<file path="src/rtl/history_write_packer.sv">
// Packs narrow input beats into MATCH_PE_WIDTH-byte history words and drives the
// shared history write port with the absolute byte address of each word.
module history_write_packer #(
    parameter int ADDR_WIDTH     = 32,
    parameter int MATCH_PE_WIDTH = 16,
    parameter int IN_BYTES       = 4
) (
    input  logic                        clk,
    input  logic                        rst_n,
    input  logic                        cfg_valid,
    input  logic [ADDR_WIDTH-1:0]       cfg_addr,
    input  logic                        in_valid,
    output logic                        in_ready,
    input  logic [IN_BYTES*8-1:0]       in_data,
    input  logic                        in_last,
    output logic [ADDR_WIDTH-1:0]       write_addr,
    output logic [MATCH_PE_WIDTH*8-1:0] write_data,
    output logic                        write_enable,
    output logic                        busy,
    output logic                        done
);

    localparam int NBEATS = MATCH_PE_WIDTH / IN_BYTES;
    localparam int CNT_W  = $clog2(NBEATS);
    localparam int BEAT_W = IN_BYTES * 8;
    localparam int WORD_W = MATCH_PE_WIDTH * 8;
    localparam logic [ADDR_WIDTH-1:0] ALIGN_MASK = ~ADDR_WIDTH'(MATCH_PE_WIDTH - 1);
    localparam logic [ADDR_WIDTH-1:0] ADDR_STEP  = ADDR_WIDTH'(MATCH_PE_WIDTH);
    localparam logic [CNT_W-1:0]      CNT_LAST   = CNT_W'(NBEATS - 1);

    typedef enum logic {
        IDLE,
        RUN
    } state_t;

    state_t                  state, state_nxt;
    logic [CNT_W-1:0]        cnt;
    logic [ADDR_WIDTH-1:0]   addr_reg;
    logic [WORD_W-1:0]       pack_buf;
    logic [WORD_W-1:0]       merged;
    logic                    accept;
    logic                    emit;

    // NOTE: sequential state uses non-blocking (<=) so every flop samples pre-edge values.
    always_ff @(posedge clk or negedge rst_n) begin
        if (!rst_n) state <= IDLE;
        else        state <= state_nxt;
    end

    // NOTE: every signal gets a default first so no path leaves it unassigned (no latch).
    always_comb begin
        state_nxt = state;
        in_ready  = 1'b0;
        busy      = 1'b0;
        accept    = 1'b0;
        emit      = 1'b0;
        case (state)
            IDLE: begin
                if (cfg_valid) state_nxt = RUN;
            end
            RUN: begin
                in_ready = 1'b1;
                busy     = 1'b1;
                accept   = in_valid;
                emit     = in_valid && ((cnt == CNT_LAST) || in_last);
                if (in_valid && in_last) state_nxt = IDLE;
            end
            default: state_nxt = IDLE;
        endcase
    end

    // Current buffer with the incoming beat dropped into its slot; bytes above stay 0.
    always_comb begin
        merged = pack_buf;
        for (int i = 0; i < NBEATS; i++) begin
            if (cnt == CNT_W'(i)) merged[i*BEAT_W +: BEAT_W] = in_data;
        end
    end

    always_ff @(posedge clk or negedge rst_n) begin
        if (!rst_n) begin
            cnt          <= '0;
            addr_reg     <= '0;
            pack_buf     <= '0;
            write_addr   <= '0;
            write_data   <= '0;
            write_enable <= 1'b0;
            done         <= 1'b0;
        end else begin
            write_enable <= emit;
            done         <= emit && in_last;
            if (state == IDLE && cfg_valid) begin
                addr_reg <= cfg_addr & ALIGN_MASK;
                cnt      <= '0;
                pack_buf <= '0;
            end else if (emit) begin
                write_data <= merged;
                write_addr <= addr_reg;
                addr_reg   <= addr_reg + ADDR_STEP;
                cnt        <= '0;
                pack_buf   <= '0;
            end else if (accept) begin
                pack_buf <= merged;
                cnt      <= cnt + CNT_W'(1);
            end
        end
    end

endmodule

</file>
<file path="config.mk">
export PLATFORM = sky130hd
export DESIGN_NAME = history_write_packer
export DESIGN_NICKNAME = d
export VERILOG_FILES = /design/src/rtl/history_write_packer.sv
export SDC_FILE = /design/constraint.sdc
export NUM_CORES = 1
export LEC_CHECK = 0
export CAP_MARGIN = 20
export CORE_MARGIN = 3
export CORE_UTILIZATION = 30
export CTS_CLUSTER_SIZE = 30
export DETAILED_ROUTE_END_ITERATION = 8
export HOLD_SLACK_MARGIN = 0.12
export PLACE_DENSITY = 0.46
export SETUP_SLACK_MARGIN = 0.15
export SLEW_MARGIN = 30
export SYNTH_ARGS = -nofsm -noshare
export SYNTH_HDL_FRONTEND = slang
export SYNTH_SLANG_ARGS = --single-unit
export TNS_END_PERCENT = 1
</file>
<file path="constraint.sdc">
create_clock -name clk -period 5.65 [get_ports clk]
set_input_delay 0.565 -clock clk [delete_from_list [all_inputs] [get_ports clk]]
set_output_delay 0.565 -clock clk [all_outputs]
set_load 0.05 [all_outputs]
</file>
## Yosys cells after proc, flatten, opt, wreduce, memory -nomap -nowiden

Index checks and enable logic that the tools add are counted.

- Output and inout port bits: 164
- Logic and storage cells: 42
- Bits in registers: 325
- Input port bits: 69

- Reductions and logical operators: 9
- Bitwise gates (word level): 2
- Multiplexer cells: 18
- Equal/unequal tests: 3
- Add/sub/neg operators: 2

Operators with widths:

| kind | count |
|---|---|
| $mux 128 | 3 |
| $mux 32 | 6 |
| $add 32x5->32 const B | 1 |
| $mux 2 | 3 |
| $mux 1 | 5 |
| $eq 2x2->1 const B | 2 |
| $logic_and 1x1->1 | 4 |
| $reduce_bool 3->1 | 1 |
| $add 2x1->2 const B | 1 |
| $eq 2x1->1 const B | 1 |
| $logic_not 2->1 | 1 |
| $not 1->1 | 2 |
| $pmux 1 s2 | 1 |
| $reduce_and 2->1 | 1 |
| $reduce_bool 2->1 | 1 |
| $logic_or 1x1->1 | 1 |

## Longest topological paths before layout

Gate-level depths: netlist (run 1).

- Depth after elaboration: 6
- Depth in mapped cells: 8

## Worst setup path after synthesis (run 1)

Ideal clock, no wire load.

- Path type: register -> register
- Start point: reg state
- End point: reg addr_reg[24]
- Required time: 5.573 ns
- Setup slack: 3.705 ns
- Cell stages (with the launch flop): 7
- Arrival: 1.868 ns
- Library setup time: 0.077 ns
- Path buffers: 0
- Cells stage by stage: dfrtp_1 -> o211ai_4 -> clkinv_2 -> nand4_4 -> or4_1 -> xor2_1 -> a21oi_1

- Longest elaborated chain between the ends: 3
- Elaborated cells on any way between the ends: 5
- Classes of those cells: mux (2); bitwise (1); reduce/logical (2)

RTL lines:

| what | RTL line | RTL |
|---|---|---|
| start: declaration | 36 | `state_t state, state_nxt;` |
| start signal: assignment | 47 | `else state <= state_nxt;` |
| $not 1->1 | n/a |  |
| $logic_and 1x1->1 | 92 | `if (state == IDLE && cfg_valid) begin` |
| $mux 32 / $reduce_bool 2->1 (equally long branches) | n/a |  |
| end signal: assignment | 93 | `addr_reg <= cfg_addr & ALIGN_MASK;` |
| end signal: assignment | 99 | `addr_reg <= addr_reg + ADDR_STEP;` |
| end: declaration | 38 | `logic [ADDR_WIDTH-1:0] addr_reg;` |

Parallel ways exist; a longest one is shown, timed or not.
A chain may end at the register's enable or synchronous reset.

## Worst setup path in the final report (run 1)

- Start point: reg cnt[0]
- End point: reg pack_buf[67]

- Longest elaborated chain between the ends: 6
- Elaborated cells on any way between the ends: 10
- Classes of those cells: eq/ne (2); mux (5); reduce/logical (3)

RTL lines:

| what | RTL line | RTL |
|---|---|---|
| start: declaration | 37 | `logic [CNT_W-1:0] cnt;` |
| start signal: assignment | 104 | `cnt <= cnt + CNT_W'(1);` |
| $eq 2x2->1 | 65 | `emit = in_valid && ((cnt == CNT_LAST) \|\| in_last);` |
| $logic_or 1x1->1 | 65 |  |
| $logic_and 1x1->1 | 65 |  |
| $mux 1 | 57 | `case (state)` |
| $mux 128 | 96 | `end else if (emit) begin` |
| $mux 128 | 92 |  |
| end signal: assignment | 103 | `pack_buf <= merged;` |
| end: declaration | 39 | `logic [WORD_W-1:0] pack_buf;` |

Parallel ways exist; a longest one is shown, timed or not. The select of a mux whose other input is x is not followed.

==> results of run 1 <==
==> final cells by class <==
class                   count  share of cell area
inverters                   3            0.000727
clock inverters             7             0.00349
multi-input cells         775               0.287
clock buffers              57              0.0630
flip-flops and latches    317               0.461
repair buffers            242               0.143
well taps                 585              0.0425
==> layer usage <==
layer,GRT usage,vias up
met3,0.0366,50
met1,0.230,4721
met5,0,-
li1,-,4547
met4,0.0484,2
met2,0.257,189
==> kinds of logic after synthesis <==
logic type | synth area share
adders and majority gates | 0.00473
buffers and inverters | 0.0332
AOI/OAI and AO/OA | 0.134
DFF | 0.599
xor gates and xnor gates | 0.00860
and+or+nand+nor | 0.123
other | 0.000283
muxes | 0.0968
==> worst min path at each step <==
stage | startpoint | endpoint | slack (ns) | cells after the start
5_1_grt | write_data[88] | write_data[88] | 0.49 | 2
2_1_floorplan | rst_n | addr_reg[10] | 0.27 | 0
6_report | write_addr[25] | write_addr[25] | 0.47 | 2
3_3_place_gp | write_data[33] | write_data[33] | 0.46 | 2
4_1_cts | write_addr[31] | write_addr[31] | 0.48 | 2
3_5_place_dp | write_addr[9] | write_addr[9] | 0.46 | 2
==> what timing repair did <==
item,4_1_cts,5_1_grt
hold buffers,1,0
hold endpoints to repair,50,0
setup buffers,0,0
==> report_power, final <==
group | switching, mW | internal [mW] | total (mW)
clock network | 0.962 | 1.32 | 2.29
logic | 1.56 | 0.792 | 2.36
registers | 0.277 | 2.65 | 2.93
total | 2.80 | 4.77 | 7.57
==> cells in the mapped netlist (7+ instances only) <==
master / number
nand2_1: 246
xnor2_1: 7
nor2_1: 14
buf_2: 41
clkbuf_1: 46
a22o_1: 96
nand4_1: 9
a21oi_1: 8
nand3_1: 19
and3_1: 39
o21ai_1: 22
mux2i_1: 128
dfrtp_1: 317
o21ai_0: 121
o211ai_1: 7
==> through the flow <==
stage          utilization  instances  setup slack [ns]  instance area (um2)  total power [mW]
2_1_floorplan            -       1189              3.70                13200              4.44
3_3_place_gp         0.369       1919              2.29                16000              5.34
3_5_place_dp         0.369       1919              2.26                16000              5.35
4_1_cts              0.396       1984              2.79                17200              7.71
5_1_grt              0.397       1986              2.69                17200              7.97
6_report             0.397       1986              2.89                17200              7.57
==> worst max-delay path: stages, from the launching register on <==
cell and delay [ns]:
dfrtp_1 0.40, inv_1 0.14, ha_2 0.47, buf_4 0.50
and3_2 0.85, a22o_1 0.26
==> flow_summary.toml, run 1 <==
[outcome]
outcome = "finished, final reports clean"

[placement]
gp_congestion = 0.719
detailed_place_hpwl_um = 23400
numPortBuffers = 224

[floorplanning]
io_pins = 233
rows = 76
die_height_um = 216
die_w_um = 216
start_util = 0.305
core-area_um2 = 43400
die-area_um2 = 46700

[layout]
largestRegisters = "pack_buf: 128 flops, write_data: 128 flops"
finalNetCount = 1451
layout_commonest_cell = "dfrtp_1"
nFillCells = 4282
area_growth_pct = 30.0
multiInputGateArea_um2 = 4940
antenna_cells = 0
regArea_um2 = 7930
layout-drive-gt1-share = 0.0635
mostFrequentLayoutCells = "dfrtp_1, nand2_1, clkdlybuf4s50_1, mux2i_1, o21ai_0"

[detailed_routing]
routed_wl_um = 38200
top_layer = "met5"
wl_met3_um = 1900
dr_wl_met2_um = 17400
met1_length_um = 18000
ant_nets = 0
dr.pass1.iters = 5
drt_iter0_markers = 530
route.detailed.drc = 0
routedWlPerCell_um = 19.2
vias = 9509
routed_via_density = 4.79

[yosys]
synth_top_area_share = 0.599
synth_largest_area_cell = "dfrtp_1"
synth_seq_cells = 317
syn_inst = 1186
synth.yosys.seq_area_share = 0.599
synthTopCellsByArea = "dfrtp_1, mux2i_1, nand2_1"
synth-main-ff-cell = "dfrtp_1"
avgSynthCellArea_um2 = 11.2
synth-edff-count = 0
synth_warnings = 0
synthesis.area_um2 = 13200
synth-async-reset-ratio = 1.00
synth_cell_types = 47

[sta]
setup_tns_ns = 0
timing.hold.ws_ns = 0.468
skew_ns = 0.0181
post-route-min-period_ns = 2.76
drv_slew = 0
hold_viol_final = 0
worstMarginPinSlew_ns = 0.836
fmax_ghz = 0.362
finalSetupViolCount = 0
rsz0062_at_grt = "no"
slew_headroom = 0.443
post-route-period-util = 0.489

[grt]
track_usage = 0.164
grt_pass1_wl_um = 60400
grt_pass1_vias = 9710
overflow = 0
grt_max_degree = 244
grt_antenna_before_repair = 1

[cts]
cts_max_path_buffers = 3
cts_sinks = 317
tritoncts = "built"
cts-resized-gates = 0
cts_buffers = 38
clock_latency_ns = 0.55
ctsRootBufferMaster = "clkbuf_16"
htreeDepth = 2
clk_pin_slew_ns = 0.06

[worst_setup_path]
endpoint_kind = "flop"
r2r_end = "pack_buf[67]"
startpoint_type = "flop"
rrSetupSlack_ns = 2.89
required_ns = 6.13
rr_worst_depth = 5
endpoint = "pack_buf[67]"
worstPathArrival_ns = 3.24
path_max_fanout = 32
crit_start = "cnt[0]"
worstSetupPathType = "flop to flop"
reg2reg_from = "cnt[0]"

[pwr]
p_per_area_nw_per_um2 = 440
irDropWorstVdd_mv = 0.323
leakage_nw = 7.67

[run]
max_cap_violations = 0

[hold_path]
hp-class = "flop to flop"
No activity file was read; power rests on OpenSTA's default activity.
==> inputs of run 2 (changes only) <==
==> constraint.sdc (replaced) <==
create_clock -name clk -period 2.6 [get_ports clk]
set_input_delay 0.26 -clock clk [delete_from_list [all_inputs] [get_ports clk]]
set_output_delay 0.26 -clock clk [all_outputs]
set_load 0.05 [all_outputs]
==> run 2 against run 1 <==
Combinational power rose by 120%. Register-to-register slack worse by 2.5 ns. Clock power rose by 140%. Die area stayed put. Core utilization grew 0.83 points. Wire length increased by 1.4%. Critical path type is now flop to primary output. Highest routed layer is now met4.
==> flow_summary.toml, run 2 (synthesis results as in run 1) <==
[outcome]
outcome = "finished, final reports clean"

[cts]
cts_buffers = 38
cts-resized-gates = 0
htreeDepth = 2
clk_pin_slew_ns = 0.06
cts_setup_buffers = 0
ctsRootBufferMaster = "clkbuf_16"
cts_hold_repair.buffers = 1
cts_max_path_buffers = 3
clock_latency_ns = 0.55
tritoncts = "built"
cts_sinks = 317

[sta]
fmax_ghz = 0.449
drv_slew = 0
timing.hold.ws_ns = 0.244
setup_ws_ns = 0.371
worstMarginPinSlew_ns = 0.596
post-route-min-period_ns = 2.23
finalSetupViolCount = 0
hold_viol_final = 0
skew_ns = 0.0289
setup_tns_ns = 0
slew_headroom = 0.602
rsz0062_at_grt = "no"
post-route-period-util = 0.857

[layout]
finish.utilization = 0.405
largestRegisters = "pack_buf: 128 flops, write_data: 128 flops"
final_cell_area_um2 = 17600
finalNetCount = 1476
layout_commonest_cell = "dfrtp_1"
mostFrequentLayoutCells = "dfrtp_1, nand2_1, clkdlybuf4s50_1, mux2i_1, o21ai_0"
fin_cells = 2012
regArea_um2 = 7930
antenna_cells = 0
area_growth_pct = 32.7
layout-drive-gt1-share = 0.0848
multiInputGateArea_um2 = 4930
nFillCells = 4257

[floorplanning]
start_util = 0.305
core-area_um2 = 43400
io_pins = 233
die-area_um2 = 46700
die_w_um = 216
die_height_um = 216
rows = 76

[detailed_routing]
routed_via_density = 4.80
drt_iter0_markers = 577
routedWlPerCell_um = 19.2
vias = 9650
route.detailed.drc = 0
routed_wl_um = 38700
dr.pass1.iters = 4
ant_nets = 0

[grt]
grt_antenna_before_repair = 0
grt_pass1_vias = 9785
track_usage = 0.165
grt_max_degree = 123
grt_pass1_wl_um = 60600
overflow = 0

[worst_setup_path]
worstPathArrival_ns = 1.97
rr_worst_depth = 7
slowest_delay_ns = 0.87
startpoint_type = "flop"
rrSetupSlack_ns = 0.38
endpoint_kind = "primary output"
r2r_end = "addr_reg[8]"
slowest_stage = "clkdlybuf4s50_1"
cp_top_family = "buffers and inverters"
crit_chain = "clkdlybuf4s50_1"
cp_num_buf_inv = 1
worstSetupPathType = "flop to primary output"
reg2reg_from = "cnt[0]"
required_ns = 2.34
path_max_fanout = 8

[placement]
dp_cells = 1946
numPortBuffers = 224
place_area_um2 = 16300
detailed_place_hpwl_um = 25400
pre_cts_ws_ns = 0.235
gp_congestion = 0.737

[pwr]
p_int_mw = 11.0
p_total_mw = 17.1
p_seq_frac = 0.374
swShare = 0.358
power.clock.fraction = 0.325
combPwrFrac = 0.302
leakage_nw = 7.87
p_sw_mw = 6.12
irDropWorstVdd_mv = 0.605
p_per_area_nw_per_um2 = 973

[hold_path]
hp-class = "input port to async pin"

[run]
max_cap_violations = 0
-- run 2: cell count changes in the layout (fill, tap and decap cells not counted), moves of 2 or more --
cell | previous run | this run
bufinv_16 | 0 | 4
buf_16 | 2 | 0
clkinv_8 | 2 | 0
buf_12 | 2 | 7
clkbuf_1 | 14 | 8
clkinv_2 | 5 | 2
buf_4 | 12 | 35
clkbuf_8 | 4 | 11
-- run 2: final cells by class --
cell class | count | area share
well taps | 585 | 0.0417
clock inverters | 7 | 0.00812
repair buffers | 267 | 0.151
clock buffers | 58 | 0.0659
flip-flops and latches | 317 | 0.452
multi-input cells | 775 | 0.281
inverters | 3 | 0.000712
-- run 2: per-layer routing --
layer	routed length, um	global-route usage	part of all wire
met1	18600	0.239	0.48
met2	17600	0.254	0.45
met3	1840	0.0369	0.048
met4	651	0.0361	0.017
met5	0	0	0
-- run 2: worst max-delay path by stage --
stage                 start           end  slack (ns)  depth (start not counted)
floorplan             state  addr_reg[24]        0.65                          6
global placement    in_last  addr_reg[23]        0.24                          7
detailed placement  in_last   addr_reg[8]        0.23                          7
CTS                  cnt[0]   addr_reg[8]        0.32                          7
global route         cnt[0]  addr_reg[10]        0.24                          7
finish                state      in_ready        0.37                          1
-- run 2: power by group through the flow --
stage	registers, mW	logic (mW)	clock network, mW
floorplan	8.18	1.48	0
CTS	6.40	5.25	5.75
finish	6.39	5.16	5.55
global placement	6.47	5.20	0
global route	6.50	5.50	5.94
detailed placement	6.47	5.23	0
==> inputs of run 3 (changes only) <==
--- a/config.mk
+++ b/config.mk
@@ -6,9 +6,9 @@
 export NUM_CORES = 1
 export LEC_CHECK = 0
 export CAP_MARGIN = 20
-export CORE_MARGIN = 3
+export CORE_MARGIN = 1
 export CORE_UTILIZATION = 30
-export CTS_CLUSTER_SIZE = 30
+export CTS_CLUSTER_SIZE = 16
 export DETAILED_ROUTE_END_ITERATION = 8
 export HOLD_SLACK_MARGIN = 0.12
 export PLACE_DENSITY = 0.46
==> constraint.sdc (replaced) <==
create_clock -name clk -period 2.4 [get_ports clk]
set_input_delay 0.24 -clock clk [delete_from_list [all_inputs] [get_ports clk]]
set_output_delay 0.24 -clock clk [all_outputs]
set_load 0.05 [all_outputs]
==> run 3 against run 2 <==
Power is 10% higher. Critical endpoint is now busy. Largest power group unchanged. Final cell count is 0.20% higher. Combinational power is 9.1% higher. Clock skew is 0.012 ns lower. Critical path type unchanged. Sequential power is 8.3% higher. Wire length is 0.98% lower. Clock-buffer cell count is 3 lower. Global-route usage is 0.91 points higher. Core utilization is 0.41 points higher. Worst setup slack worse by 0.16 ns. Hold slack worse by 0.077 ns.
==> flow_summary.toml, run 3 (synthesis results as in run 1) <==
[detailed_routing]
dr_wl_met2_um = 17300
ant_nets = 0
wl_met3_um = 2250
top_layer = "met4"
routed_wl_um = 38300
route.detailed.drc = 0
drt_iter0_markers = 570
met1_length_um = 18100
routed_via_density = 4.79
vias = 9656
dr.pass1.iters = 5
routedWlPerCell_um = 19.0

[grt]
grt_max_degree = 169
track_usage = 0.174
grt_antenna_before_repair = 0
grt_pass1_wl_um = 59900
overflow = 0
grt_pass1_vias = 9810

[cts]
htreeDepth = 2
cts_sinks = 317
clk_pin_slew_ns = 0.06
clock_latency_ns = 0.56
cts_setup_buffers = 0
cts_max_path_buffers = 3
cts_buffers = 38
ctsRootBufferMaster = "clkbuf_16"
tritoncts = "built"

[sta]
drv_slew = 0
skew_ns = 0.0166
worstMarginPinSlew_ns = 0.813
timing.hold.ws_ns = 0.168
fmax_ghz = 0.456
post-route-period-util = 0.914
slew_headroom = 0.458
post-route-min-period_ns = 2.19
setup_tns_ns = 0
hold_viol_final = 0
finalSetupViolCount = 0
setup_ws_ns = 0.206
rsz0062_at_grt = "yes"

[floorplanning]
start_util = 0.306
die_w_um = 212
die-area_um2 = 45000
io_pins = 233
core-area_um2 = 43300
die_height_um = 212
rows = 76

[placement]
detailed_place_hpwl_um = 24600
pre_cts_ws_ns = 0.140
numPortBuffers = 224
gp_congestion = 0.747

[worst_setup_path]
endpoint_kind = "primary output"
cp_num_buf_inv = 2
required_ns = 2.16
rr_worst_depth = 6
rrSetupSlack_ns = 0.35
slowest_delay_ns = 0.81
startpoint_type = "flop"
crit_chain = "buf_4 -> clkdlybuf4s50_1"
slowest_stage = "clkdlybuf4s50_1"
path_max_fanout = 6
worstSetupPathType = "flop to primary output"
r2r_end = "pack_buf[56]"
reg2reg_from = "cnt[0]"
cp_top_family = "buffers and inverters"
worstPathArrival_ns = 1.95

[layout]
largestRegisters = "pack_buf: 128 flops, write_data: 128 flops"
area_growth_pct = 33.8
layout_commonest_cell = "dfrtp_1"
layout-drive-gt1-share = 0.0894
antenna_cells = 0
mostFrequentLayoutCells = "dfrtp_1, nand2_1, clkdlybuf4s50_1, mux2i_1, o21ai_0"
nFillCells = 4231
finalNetCount = 1476

[hold_path]
hp-class = "input port to async pin"

[pwr]
irDropWorstVdd_mv = 0.582
p_total_mw = 18.8
leakage_nw = 7.95
p_per_area_nw_per_um2 = 1060

[run]
max_cap_violations = 0

[outcome]
outcome = "finished, final reports clean"
-- run 3: cell count changes in the layout (fill, tap and decap cells not counted), moves of 2 or more --
cell and change:
buf_12 +5, buf_4 -5, clkinv_2 +5, clkbuf_1 -3
clkbuf_16 +2, clkbuf_8 -2
-- run 3: layout make-up --
type / count / area [um2] / share of cell area
clock buffer: 55 / 1170 / 0.0660
clock inverter: 14 / 205 / 0.0116
inverter: 3 / 12.5 / 0.000707
multi-input combinational: 775 / 4930 / 0.278
sequential: 317 / 7930 / 0.448
tap: 585 / 732 / 0.0413
timing repair buffer: 267 / 2730 / 0.154
-- run 3: worst reg2reg max path: stages (launching register included) --
cell	delay [ns]
dfrtp_1	0.40
ha_2	0.24
buf_4	0.19
or3_1	0.42
a21oi_4	0.19
buf_4	0.32
a22o_1	0.20
-- run 3: what timing repair did --
item                                    4_1_cts  5_1_grt
gates resized for setup                       0        1
hold buffers                                  1        0
endpoints found under the setup margin        0        2
hold endpoints to repair                    317        0
-- run 3: how the worst max path moves through the flow --
stage	startpoint	endpoint	cells after the start
floorplan	state	addr_reg[24]	6
global placement	in_last	addr_reg[27]	7
detailed placement	in_last	addr_reg[27]	7
CTS	state	in_ready	2
global route	state	busy	2
finish	state	busy	2
-- run 3: where the power goes --
group          switching [mW]  internal, mW
clock network            2.35          3.92
registers               0.681          6.24
logic                    3.69          1.95
-- run 3: per-layer routing --
| metal | vias to the layer above | global-route usage |
|---|---|---|
| li1 | 4594 | - |
| met1 | 4802 | 0.245 |
| met2 | 214 | 0.267 |
| met3 | 46 | 0.0439 |
| met4 | 0 | 0.0427 |
| met5 | - | 0 |
-- run 3: through the flow --
| stage | cell area (um2) | utilization | cells |
|---|---|---|---|
| floorplan | 13200 | - | 1189 |
| global placement | 16300 | 0.377 | 1946 |
| detailed placement | 16300 | 0.377 | 1946 |
| CTS | 17700 | 0.409 | 2016 |
| global route | 17700 | 0.409 | 2016 |
| finish | 17700 | 0.409 | 2016 |
